**src/rtl/aes_fsm_pkg.sv**
```systemverilog
// Shared definitions for the AES-128 encryption and decryption controllers.
// Contents:
//   enc_state_e    - controller states (IDLE, KEY_WAIT, INITIAL_ROUND, MID_ROUND,
//                    LAST_ROUND, DONE)
//   AES128_ROUNDS  - round count for AES-128
//   ROUND_IDX_W    - width of the round / key index
package aes_fsm_pkg;

  typedef enum logic [2:0] {
    StIdle,
    StKeyWait,
    StInitialRound,
    StMidRound,
    StLastRound,
    StDone
  } enc_state_e;

  localparam int unsigned AES128_ROUNDS = 10;
  localparam int unsigned ROUND_IDX_W   = 4;

endpackage

```
**src/rtl/encryption_fsm_if.sv**
```systemverilog
// Control/handshake bundle between the encryption controller and its
// surroundings (host start, key-expansion handshake, datapath controls).
// Optional macro ENC_FSM_ABORT_EN adds the abort input.
// Modports:
//   master - controller side: consumes start/key_valid(/abort), drives
//            req_key, round_idx, mux_sel, state_ld, last_round, busy, done
//   slave  - host/datapath side, the mirror image
interface encryption_fsm_if;
  import aes_fsm_pkg::*;

  logic                   start;
  logic                   key_valid;
`ifdef ENC_FSM_ABORT_EN
  logic                   abort;
`endif
  logic                   req_key;
  logic [ROUND_IDX_W-1:0] round_idx;
  logic                   mux_sel;
  logic                   state_ld;
  logic                   last_round;
  logic                   busy;
  logic                   done;

  modport master (
`ifdef ENC_FSM_ABORT_EN
    input  abort,
`endif
    input  start,
    input  key_valid,
    output req_key,
    output round_idx,
    output mux_sel,
    output state_ld,
    output last_round,
    output busy,
    output done
  );

  modport slave (
`ifdef ENC_FSM_ABORT_EN
    output abort,
`endif
    output start,
    output key_valid,
    input  req_key,
    input  round_idx,
    input  mux_sel,
    input  state_ld,
    input  last_round,
    input  busy,
    input  done
  );

endinterface

```
**src/rtl/round_timer.sv**
```systemverilog
// Loadable down-counter with zero flag; times the datapath cycles of a round.
// Ports:
//   clk, reset - clock and synchronous active-high reset
//   clear      - synchronous clear (used for abort), below reset in priority
//   load       - load load_val (wins over dec)
//   dec        - decrement; holds at zero rather than wrapping
//   count      - current count
//   zero       - count == 0
module round_timer #(
  parameter int unsigned Width = 2
) (
  input  logic             clk,
  input  logic             reset,
  input  logic             clear,
  input  logic             load,
  input  logic [Width-1:0] load_val,
  input  logic             dec,
  output logic [Width-1:0] count,
  output logic             zero
);

  logic [Width-1:0] count_q;

  always_ff @(posedge clk) begin
    if (reset || clear) begin
      count_q <= '0;
    end else if (load) begin
      count_q <= load_val;
    end else if (dec && (count_q != '0)) begin
      count_q <= count_q - Width'(1);
    end
  end

  assign count = count_q;
  assign zero  = (count_q == '0);

endmodule

```
**src/rtl/encryption_fsm.sv**
```systemverilog
// AES-128 encryption control FSM. Sequences the initial AddRoundKey, the
// NUM_ROUNDS-1 full rounds and the final round (no MixColumns), fetching round
// keys 0..NUM_ROUNDS in order through a req_key/key_valid handshake.
// Optional macro ENC_FSM_ABORT_EN: adds bus.abort, which returns any busy
// state to IDLE on the next edge (reset still takes priority).
// Ports:
//   clk   - clock, rising edge
//   reset - synchronous, active-high reset
//   bus   - encryption_fsm_if.master (start, key_valid, [abort] in;
//           req_key, round_idx, mux_sel, state_ld, last_round, busy, done out)
module encryption_fsm
  import aes_fsm_pkg::*;
#(
  parameter int unsigned NUM_ROUNDS   = AES128_ROUNDS,
  parameter int unsigned ROUND_CYCLES = 3
) (
  input  logic             clk,
  input  logic             reset,
  encryption_fsm_if.master bus
);

  localparam int unsigned CycW = $clog2(ROUND_CYCLES + 1);
  localparam logic [ROUND_IDX_W-1:0] LastIdx = ROUND_IDX_W'(NUM_ROUNDS);
  localparam logic [CycW-1:0] CycInit = CycW'(ROUND_CYCLES - 1);

  enc_state_e             state_q;
  logic [ROUND_IDX_W-1:0] round_idx_q;
  logic [CycW-1:0]        cyc;
  logic                   cyc_zero;
  logic                   cyc_load;
  logic                   cyc_dec;
  logic                   in_round;
  logic                   abort_hit;

`ifdef ENC_FSM_ABORT_EN
  assign abort_hit = bus.abort && (state_q != StIdle);
`else
  assign abort_hit = 1'b0;
`endif

  assign in_round = (state_q == StMidRound) || (state_q == StLastRound);

  // Key 0 feeds the single-cycle initial round; all others start a timed round.
  assign cyc_load = (state_q == StKeyWait) && bus.key_valid && (round_idx_q != '0) && !abort_hit;
  assign cyc_dec  = in_round && (cyc != '0);

  round_timer #(
    .Width (CycW)
  ) u_round_timer (
    .clk      (clk),
    .reset    (reset),
    .clear    (abort_hit),
    .load     (cyc_load),
    .load_val (CycInit),
    .dec      (cyc_dec),
    .count    (cyc),
    .zero     (cyc_zero)
  );

  always_ff @(posedge clk) begin
    if (reset || abort_hit) begin
      state_q     <= StIdle;
      round_idx_q <= '0;
    end else begin
      case (state_q)
        StIdle: begin
          if (bus.start) begin
            state_q     <= StKeyWait;
            round_idx_q <= '0;
          end
        end
        StKeyWait: begin
          if (bus.key_valid) begin
            if (round_idx_q == '0) begin
              state_q <= StInitialRound;
            end else if (round_idx_q == LastIdx) begin
              state_q <= StLastRound;
            end else begin
              state_q <= StMidRound;
            end
          end
        end
        StInitialRound: begin
          state_q     <= StKeyWait;
          round_idx_q <= ROUND_IDX_W'(1);
        end
        StMidRound: begin
          if (cyc_zero) begin
            state_q     <= StKeyWait;
            round_idx_q <= round_idx_q + ROUND_IDX_W'(1);
          end
        end
        StLastRound: begin
          if (cyc_zero) begin
            state_q <= StDone;
          end
        end
        StDone: begin
          state_q     <= StIdle;
          round_idx_q <= '0;
        end
        default: begin
          state_q     <= StIdle;
          round_idx_q <= '0;
        end
      endcase
    end
  end

  // Moore decode from registered state, index and cycle count.
  always_comb begin
    bus.busy       = (state_q != StIdle);
    bus.req_key    = (state_q == StKeyWait);
    bus.mux_sel    = in_round;
    bus.last_round = (state_q == StLastRound);
    bus.state_ld   = (state_q == StInitialRound) || (in_round && cyc_zero);
    bus.done       = (state_q == StDone);
    bus.round_idx  = round_idx_q;
  end

endmodule

```
**src/flat_wrapper.sv**
```systemverilog
// flat-port wrapper written by rule: the top's interface ports become plain ports
module encryption_fsm_flat import aes_fsm_pkg::*;
#(
  parameter int unsigned NUM_ROUNDS   = AES128_ROUNDS,
  parameter int unsigned ROUND_CYCLES = 3
)
  (clk, reset, bus_start, bus_key_valid, bus_req_key, bus_round_idx, bus_mux_sel, bus_state_ld, bus_last_round, bus_busy, bus_done);
  encryption_fsm_if bus_i ();
  input  logic clk;
  input  logic reset;
  input wire logic [$bits(bus_i.start)-1:0] bus_start;
  input wire logic [$bits(bus_i.key_valid)-1:0] bus_key_valid;
  output wire logic [$bits(bus_i.req_key)-1:0] bus_req_key;
  output wire logic [$bits(bus_i.round_idx)-1:0] bus_round_idx;
  output wire logic [$bits(bus_i.mux_sel)-1:0] bus_mux_sel;
  output wire logic [$bits(bus_i.state_ld)-1:0] bus_state_ld;
  output wire logic [$bits(bus_i.last_round)-1:0] bus_last_round;
  output wire logic [$bits(bus_i.busy)-1:0] bus_busy;
  output wire logic [$bits(bus_i.done)-1:0] bus_done;
  assign bus_i.start = bus_start;
  assign bus_i.key_valid = bus_key_valid;
  assign bus_req_key = bus_i.req_key;
  assign bus_round_idx = bus_i.round_idx;
  assign bus_mux_sel = bus_i.mux_sel;
  assign bus_state_ld = bus_i.state_ld;
  assign bus_last_round = bus_i.last_round;
  assign bus_busy = bus_i.busy;
  assign bus_done = bus_i.done;
  encryption_fsm #(.NUM_ROUNDS(NUM_ROUNDS), .ROUND_CYCLES(ROUND_CYCLES)) u_core (.clk(clk), .reset(reset), .bus(bus_i));
endmodule
```
**config.mk**
```make
export PLATFORM = sky130hd
export DESIGN_NAME = encryption_fsm_flat
export DESIGN_NICKNAME = d
export VERILOG_FILES = /design/src/rtl/aes_fsm_pkg.sv /design/src/rtl/encryption_fsm_if.sv /design/src/rtl/round_timer.sv /design/src/rtl/encryption_fsm.sv /design/src/flat_wrapper.sv
export SDC_FILE = /design/constraint.sdc
export NUM_CORES = 1
export LEC_CHECK = 0
export BUFFER_PORTS_ARGS = -buffer_cell sky130_fd_sc_hd__clkbuf_2
export CORE_MARGIN = 2
export CORE_UTILIZATION = 28
export DETAILED_ROUTE_END_ITERATION = 10
export PLACE_DENSITY_LB_ADDON = 0.05
export RECOVER_POWER = 100
export SLEW_MARGIN = 20
export SYNTH_ARGS = -nofsm -noshare
export SYNTH_HDL_FRONTEND = slang
export SYNTH_SLANG_ARGS = --single-unit
```
**constraint.sdc**
```tcl
create_clock -name clk -period 1.5 [get_ports clk]
set_input_delay 0.3 -clock clk [delete_from_list [all_inputs] [get_ports clk]]
set_output_delay 0.3 -clock clk [all_outputs]
set_load 0.1 [all_outputs]
```
=== Word level (Yosys, flattened, before mapping) ===
Index checks and enable logic that the tools add are counted.
W data, S select, Z words.

* Output and inout port bits: 10
* Bits in registers: 9
* Input bits: 4
* Logic and storage cells: 47

* Bitwise logic cells: 1
* Multiplexer cells: 12
* Reduce and logical (&&, ||, !) cells: 18
* Add/sub/neg operators: 2
* Eq/ne operators: 10

{| class="wikitable"
|+ Operator list
! cell !! count
|-
| $mux W3 || 6
|-
| $pmux W4 S4 || 1
|-
| $pmux W3 S5 || 1
|-
| $mux W4 || 2
|-
| $eq A3 B2 Y1 const B || 2
|-
| $eq A3 B3 Y1 const B || 2
|-
| $logic_and A1 B1 Y1 || 5
|-
| $add A4 B1 Y4 const B || 1
|-
| $eq A4 B4 Y1 const B || 1
|-
| $logic_not A4 Y1 || 1
|-
| $mux W2 || 2
|-
| $ne A2 B1 Y1 const B || 2
|-
| $ne A2 B2 Y1 const B || 2
|-
| $reduce_and A4 Y1 || 1
|-
| $reduce_bool A2 Y1 || 2
|-
| $reduce_bool A4 Y1 || 1
|-
| $reduce_or A2 Y1 || 2
|-
| $eq A3 B1 Y1 const B || 1
|-
| $logic_not A3 Y1 || 1
|-
| $reduce_and A3 Y1 || 1
|-
| $reduce_bool A3 Y1 || 1
|-
| $logic_not A2 Y1 || 1
|-
| $logic_or A1 B1 Y1 || 2
|-
| $sub A2 B1 Y2 const B || 1
|-
| $not A1 Y1 || 1
|}

=== Logic depth before layout (Yosys ltp) ===
Gate-level depths: netlist of the first run.

* Depth in word-level cells: 6
* Gate-level depth with buffers: 6
* Mapped depth without buffers: 6

=== Modules after synthesis ===
A second synthesis of the first run with hierarchy kept.

* Cell total of the unflattened synthesis: 84
* Area, all modules: 695.7 µm²

{| class="wikitable"
|+ By module, submodules not included
! module !! instances !! cells each !! area an instance (µm²) !! seq. area each (µm²)
|-
| encryption_fsm || 1 || 70 || 564.3 || 140.1
|-
| round_timer || 1 || 14 || 131.4 || 40.0
|}

=== Worst setup path after synthesis of the first run ===
Ideal clock, no wire load.

* Path type: register to register
* From: register u_core.state_q[0]
* To: register u_core.u_round_timer.count_q[0] (netlist: u_core.u_round_timer.count[0])
* Arrival time: 3,310 ps
* Buffers on the path: 1
* Stages on the path, launching flop included: 5
* Period minus slack after synthesis: 3,440 ps
* Path slack: -1,940 ps
* Library setup time: 129 ps
* Data required time: 1,371 ps
* Cells stage by stage: dfxtp_1 buf_4 nor3b_1 nand3_1 nor3b_2

* Cells in the longest elaborated chain, start to end: 4
* Elaborated cells on any way between the ends: 9
* Classes of those cells: 3 x eq/ne; 6 x reduce/logical

{| class="wikitable"
|+ RTL lines
! item !! RTL line !! source
|-
| start: declaration || encryption_fsm.sv:26 || <nowiki>enc_state_e state_q;</nowiki>
|-
| start signal: assignment || encryption_fsm.sv:62 || <nowiki>state_q <= StIdle;</nowiki>
|-
| start signal: assignment || encryption_fsm.sv:68 || <nowiki>state_q <= StKeyWait;</nowiki>
|-
| start signal: assignment || encryption_fsm.sv:75 || <nowiki>state_q <= StInitialRound;</nowiki>
|-
| $eq A3 B1 Y1 || - ||
|-
| net bus_req_key || flat_wrapper.sv:13 || <nowiki>output wire logic [$bits(bus_i.req_key)-1:0] bus_req_key;</nowiki>
|-
| $logic_and A1 B1 Y1 (2 in series) || encryption_fsm.sv:44 || <nowiki>assign cyc_load = (state_q == StKeyWait) && bus.key_valid && (round_idx_q != '0) && !abort_hit;</nowiki>
|-
| $reduce_or A2 Y1 (no line) || - ||
|-
| end signal: assignment || round_timer.sv:28 || <nowiki>count_q <= load_val;</nowiki>
|-
| end signal: assignment || round_timer.sv:30 || <nowiki>count_q <= count_q - Width'(1);</nowiki>
|-
| end: declaration || round_timer.sv:22 || <nowiki>logic [Width-1:0] count_q;</nowiki>
|}

The timed path passes the listed nets, and every way through them passes these cells.
A chain may end at the register's enable or synchronous reset.

=== Worst setup path in the final report of the first run ===
* From: register u_core.state_q[0]
* To: output bus_state_ld

* Cells in the longest elaborated chain, start to end: 4
* Elaborated cells on any way between the ends: 6
* Classes of those cells: 3 x eq/ne; 3 x reduce/logical

{| class="wikitable"
|+ RTL lines
! item !! RTL line !! source
|-
| $eq A3 B2 Y1 or $eq A3 B3 Y1 (tied branches) || encryption_fsm.sv:41 || <nowiki>assign in_round = (state_q == StMidRound) || (state_q == StLastRound);</nowiki>
|-
| $logic_or A1 B1 Y1 || encryption_fsm.sv:41 ||
|-
| $logic_and A1 B1 Y1 || encryption_fsm.sv:116 || <nowiki>bus.state_ld = (state_q == StInitialRound) || (in_round && cyc_zero);</nowiki>
|-
| $logic_or A1 B1 Y1 * || encryption_fsm.sv:116 ||
|-
| end: declaration || flat_wrapper.sv:16 || <nowiki>output wire logic [$bits(bus_i.state_ld)-1:0] bus_state_ld;</nowiki>
|}

Every way passes the cells marked *; elsewhere a longest branch is shown, timed or not.

==> out/qor.csv, run 1 <==
stage;metric;value;unit
run_status;run_status;finished, violations left;
run_status;violations;negative setup slack;
grt;overflow;0;
pwr;power_density;580;nW/um^2
synth;yosys.area.top_type;dfxtp_1;
sta;tightest_slew;0.482;ns
clocking;clk_pin_slew;0.07;ns
synth;ys_top_cells_by_count;dfxtp_1 (9), nor2_1 (8), inv_1 (6);
sta;setup_viol;6;
synth;yosysSeqAreaShare;0.273;
synth;synth_edf_count;0;
pwr;leakage;0.516;nW
detailed_routing;viasPerCell;4.95;
sta;drv_slew;0;
detailed_routing;via_count;723;
critical_path;startpoint_type;flop;
detailed_routing;postRouteAntennaNets;0;
synth;avgSynthCellArea;8.16;um^2
grt;grt_first_pass_wirelength;3220;um
synth;syn_inst;81;
synth;netlist_area;661;um^2
detailed_routing;dr.pass1.iters;4;
sta;min_period;1.72;ns
grt;grtUsageMet2;0.238;
clocking;cts_hold_buf;0;
grt;grt_pass1_vias;699;
detailed_routing;totalWireLength;1950;um
grt;antenna_found_initial;0;
synth;yosys_most_used_dff;dfxtp_1;
final_layout;final_nets;127;
detailed_routing;drc_errors;0;
clocking;clkLatencyLatePin;0.27;ns
placement;place_worst_setup_slack;-0.0492;ns
sta;max_freq;582;MHz
synth;ys_types;36;
placement;port-buffer-count;13;
die;core;2210;um^2
die;die-width;52.6;um
clocking;cts_tree;built;
clocking;cts_made_buffers;3;
critical_path;path_max_fanout;4;
grt;met3_usage;0.0286;
synth;yosys.cell_count.top_type;dfxtp_1;
detailed_routing;dr.first_iter.drc_count;18;
grt;grt_start_max_net_pins;10;
final_layout;diodes;0;
critical_path;required;1.20;ns
sta;finalHoldViolCount;0;
sta;slew_headroom;0.681;
pwr;ir_drop;0.000320;V
placement;post-dp-hpwl;1370;um
grt;grtUsageMet1;0.228;
grt;busiest_layer;met2;
final_layout;finalNonFillerCells;146;
grt;grtUsageTotal;0.161;
flow_run;maxCapViolations;0;
clocking;root_buffer;clkbuf_4;
hold_path;hp-class;in2reg;
critical_path;cp_slowest_cell;or3b_4;
synth;synthArstFlopShare;0;
sta;fin_ws;-0.218;ns
critical_path;worstPathCellList;or3b_4, o21ai_4, buf_12;
clocking;htree_levels;1;
die;initial_core_util;0.299;
sta;setup_tns;-0.686;ns
final_layout;syn2layout_area_growth;75.8;%
critical_path;timing_worst_setup_path_type;reg2out;
sta;rsz0062_at_grt;true;
placement;finalWeightedCongestion;0.766;
sta;fin_crit_sh;1.15;
die;ios;14;
placement;dp_cells;135;
synth;yosysWarnings;0;
synth;synthTopCellsByArea;dfxtp_1 (27%), ha_1 (7.6%), mux2i_1 (4.5%);
clocking;cts_buffer_depth;2;
die;die_area;2760;um^2
critical_path;worst_ep_arrival_time;1.42;ns
critical_path;critPathCaptureType;output port;
detailed_routing;routedWlPerCell;13.4;um
clocking;cts.sinks;9;
synth;synth_top_area_share;0.273;
final_layout;drive_gt1_frac;0.559;
die;fp-row-count;17;
synth;ys_ff_latch;9;
critical_path;max_stage_delay;0.45;ns
sta;finalClockSkew;0.00177;ns
synth;syn_nets;89;
die;fp.dieH;52.6;um
[final timing paths]
kind / startpoint / to / slack, ns / depth (start not counted)
max reg2reg: u_core.state_q[0] / u_core.bus.round_idx[0] / 0.02 / 7
max: u_core.state_q[0] / bus_state_ld / -0.22 / 3
min reg2reg: u_core.bus.round_idx[1] / u_core.bus.round_idx[1] / 0.51 / 2
min: reset / u_core.state_q[0] / 0.34 / 2
[kinds of logic after synthesis]
logic type               Yosys count  synth area share
AND/OR/NAND/NOR                   36             0.335
AO/OA/AOI/OAI                     17             0.174
buffers and inverters             10            0.0663
flip-flops                         9             0.273
multiplexers                       4            0.0625
adder cells (fa/ha/maj)            4            0.0758
XOR/XNOR                           1            0.0133
[power breakdown]
part	switching (mW)	internal, mW
sequential	0.00491	0.240
combinational	0.130	0.0939
clock	0.102	0.103
total	0.236	0.437
[through the flow]
step                cell area, um^2   util  hold slack [ns]  power, mW
floorplan                       717      -            0.491      0.376
CTS                            1130  0.511            0.345      0.665
global placement               1020  0.461            0.507      0.446
finish                         1160  0.525            0.335      0.673
detailed placement             1020  0.461            0.495      0.446
global route                   1160  0.525            0.357      0.704
[critical path, delay by kind of cell, from the launching register on]
| family | cells | cell delay, ns |
|---|---|---|
| AOI/OAI and AO/OA | 1 | 0.16 |
| buffers and inverters | 1 | 0.19 |
| DFF | 1 | 0.35 |
| and+or+nand+nor | 1 | 0.45 |
[per-layer routing]
metal | vias up | wire (um)
li1 | 363 | -
met5 | - | 0
met2 | 15 | 899
met1 | 340 | 951
met4 | 0 | 31
met3 | 5 | 70
[cells in the final DEF, fill, tap and decap left out, types with 2 or more instances in the layout]
master,netlist,final
buf_4,1,18
clkbuf_4,0,5
nor2_1,8,8
nor3_1,2,2
nor3b_2,1,2
buf_6,0,4
ha_1,4,3
inv_1,6,4
a21oi_1,4,4
buf_2,2,4
dfxtp_1,9,2
and2_1,2,2
a31oi_1,3,3
dfxtp_2,0,4
mux2i_1,3,3
nand3_1,3,3
o21ai_0,4,3
clkbuf_2,0,3
buf_12,0,6
dfxtp_4,0,3
nand2_1,4,3
[area by class of cell]
class                      count  area (um^2)
fill                         220         1050
multi-input combinational     62          527
timing repair buffer          37          350
sequential                     9          196
tap                           28         35.0
clock buffer                   4         26.3
inverter                       6         26.3
[flip-flops by register name, indices dropped and copies added, names as in the netlist]
| register | count |
|---|---|
| u_core.bus.round_idx | 4 |
| u_core.state_q | 3 |
| u_core.u_round_timer.count | 2 |
[timing repair]
item / CTS / global route
pin swaps: 3 / 4
endpoints found under the setup margin: 10 / 12
gates resized for setup: 10 / 7
endpoints found under the hold margin: 0 / 0
setup buffers: 6 / 1
No activity file was read; power rests on OpenSTA's default activity.
==> run 2: changes to the inputs <==
- HOLD_SLACK_MARGIN: default -> 0.08
- clock period: 1.5 -> 2.1 ns (I/O delays scaled with it)
==> run 2 against run 1 <==
Net effect:
- sequential power fell by 25%
- critical path depth did not move
- final cell count fell by 14%
- the run now ends clean
- power fell by 37%
- critical endpoint unchanged
- count of clock-buffer cells in the layout did not move
- worst setup slack improved by 0.33 ns
- critical path type unchanged
- non-clock buffer count fell by 21
- combinational power fell by 55%
==> out/qor.csv, run 2 (synthesized netlist as in run 1, its figures left out) <==
stage;metric;value;unit
sta;slew_headroom;0.564;
detailed_routing;postRouteAntennaNets;0;
critical_path;worst_ep_arrival_time;1.56;ns
detailed_routing;dr.pass1.iters;4;
die;die-width;52.6;um
clocking;cts_tree;built;
detailed_routing;drc_errors;0;
pwr;leakage;0.345;nW
grt;grt_start_max_net_pins;13;
grt;antenna_found_initial;0;
grt;grtUsageTotal;0.144;
grt;overflow;0;
sta;drv_slew;0;
pwr;power_density;514;nW/um^2
final_layout;utilization;0.372;
run_status;run_status;completed;
final_layout;finalNonFillerCells;125;
grt;busiest_layer;met2;
die;die_area;2760;um^2
die;initial_core_util;0.299;
die;core;2210;um^2
placement;place_area;843;um^2
placement;finalWeightedCongestion;0.750;
final_layout;syn2layout_area_growth;24.4;%
sta;fin_ws;0.117;ns
placement;place_worst_setup_slack;0.388;ns
detailed_routing;routedWlPerCell;13.0;um
final_layout;final_nets;106;
clocking;cts_hold_buf;0;
sta;tightest_slew;0.653;ns
flow_run;maxCapViolations;0;
final_layout;final_area;822;um^2
placement;port-buffer-count;13;
sta;min_period;1.98;ns
critical_path;required;1.68;ns
grt;grtUsageMet1;0.163;
sta;fin_crit_sh;0.944;
pwr;ir_drop;0.000382;V
clocking;cts_buffer_depth;2;
clocking;clkLatencyLatePin;0.27;ns
final_layout;final_common_cell;dfxtp_1;
placement;post-dp-hpwl;1260;um
grt;grtUsageMet2;0.235;
grt;grt_first_pass_wirelength;2820;um
die;ios;14;
clocking;cts_resized;0;
final_layout;diodes;0;
placement;dp_cells;121;
hold_path;hp-class;in2reg;
clocking;htree_levels;1;
critical_path;critPathCaptureType;output port;
sta;max_freq;504;MHz
grt;grt_pass1_vias;633;
final_layout;largest_reg_flops;4;
die;fp-row-count;17;
grt;met3_usage;0.0314;
detailed_routing;viasPerCell;4.93;
clocking;root_buffer;clkbuf_4;
clocking;clk_pin_slew;0.07;ns
detailed_routing;dr.first_iter.drc_count;4;
final_layout;drive_gt1_frac;0.258;
final_layout;final_cell_mix;dfxtp_1 (9), nor2_1 (8), clkbuf_2 (8), inv_1 (6), clkbuf_4 (5);
sta;setup_viol;0;
sta;rsz0062_at_grt;false;
pwr;power;423;uW
sta;hold_ws;0.473;ns
clocking;cts_made_buffers;3;
sta;finalClockSkew;0.00774;ns
detailed_routing;via_count;616;
clocking;cts_setup_buffers;0;
critical_path;timing_worst_setup_path_type;reg2out;
sta;finalHoldViolCount;0;
die;fp.dieH;52.6;um
critical_path;startpoint_type;flop;
clocking;cts.sinks;9;
sta;setup_tns;0;ns
detailed_routing;totalWireLength;1620;um
critical_path;path_max_fanout;12;
-- run 2: cell count changes in the layout (fill, tap and decap cells not counted), moves of 2 or more --
cell,delta
inv_1,+2
clkbuf_2,+5
dfxtp_4,-3
buf_12,-5
buf_2,-4
dfxtp_2,-4
dfxtp_1,+7
buf_4,-15
buf_6,-3
-- run 2: cell type report --
type | instances | area, um^2
Fill cell | 248 | 1390
Clock buffer | 4 | 26.3
Timing Repair Buffer | 16 | 113
Tap cell | 28 | 35.0
Sequential cell | 9 | 180
Multi-Input combinational cell | 62 | 445
Inverter | 6 | 22.5
-- run 2: final timing paths --
check | start | to | slack [ns] | cells past startpoint
worst max-delay path | u_core.state_q[0] | bus_state_ld | 0.12 | 3
worst min-delay path | reset | u_core.bus.round_idx[1] | 0.47 | 2
worst max register to register | u_core.u_round_timer.count[1] | u_core.bus.round_idx[2] | 0.19 | 6
worst min register to register | u_core.bus.round_idx[1] | u_core.bus.round_idx[1] | 0.54 | 2
-- run 2: critical path, stage by stage (launching register included) --
cell and delay [ns]:
dfxtp_1 0.43, or3b_4 0.46, o21ai_2 0.16, buf_6 0.24
-- run 2: routing by layer --
layer / wire [um] / share of wire / up-vias
met5: 0 / 0 / -
met4: 34 / 0.021 / 0
met3: 60 / 0.037 / 4
met2: 811 / 0.50 / 10
met1: 718 / 0.44 / 284
li1: - / - / 318
-- run 2: where the power goes --
part	switching, mW	internal, mW
Clock	0.0662	0.0734
Combinational	0.0713	0.0285
Sequential	0.00912	0.174
Total	0.147	0.276
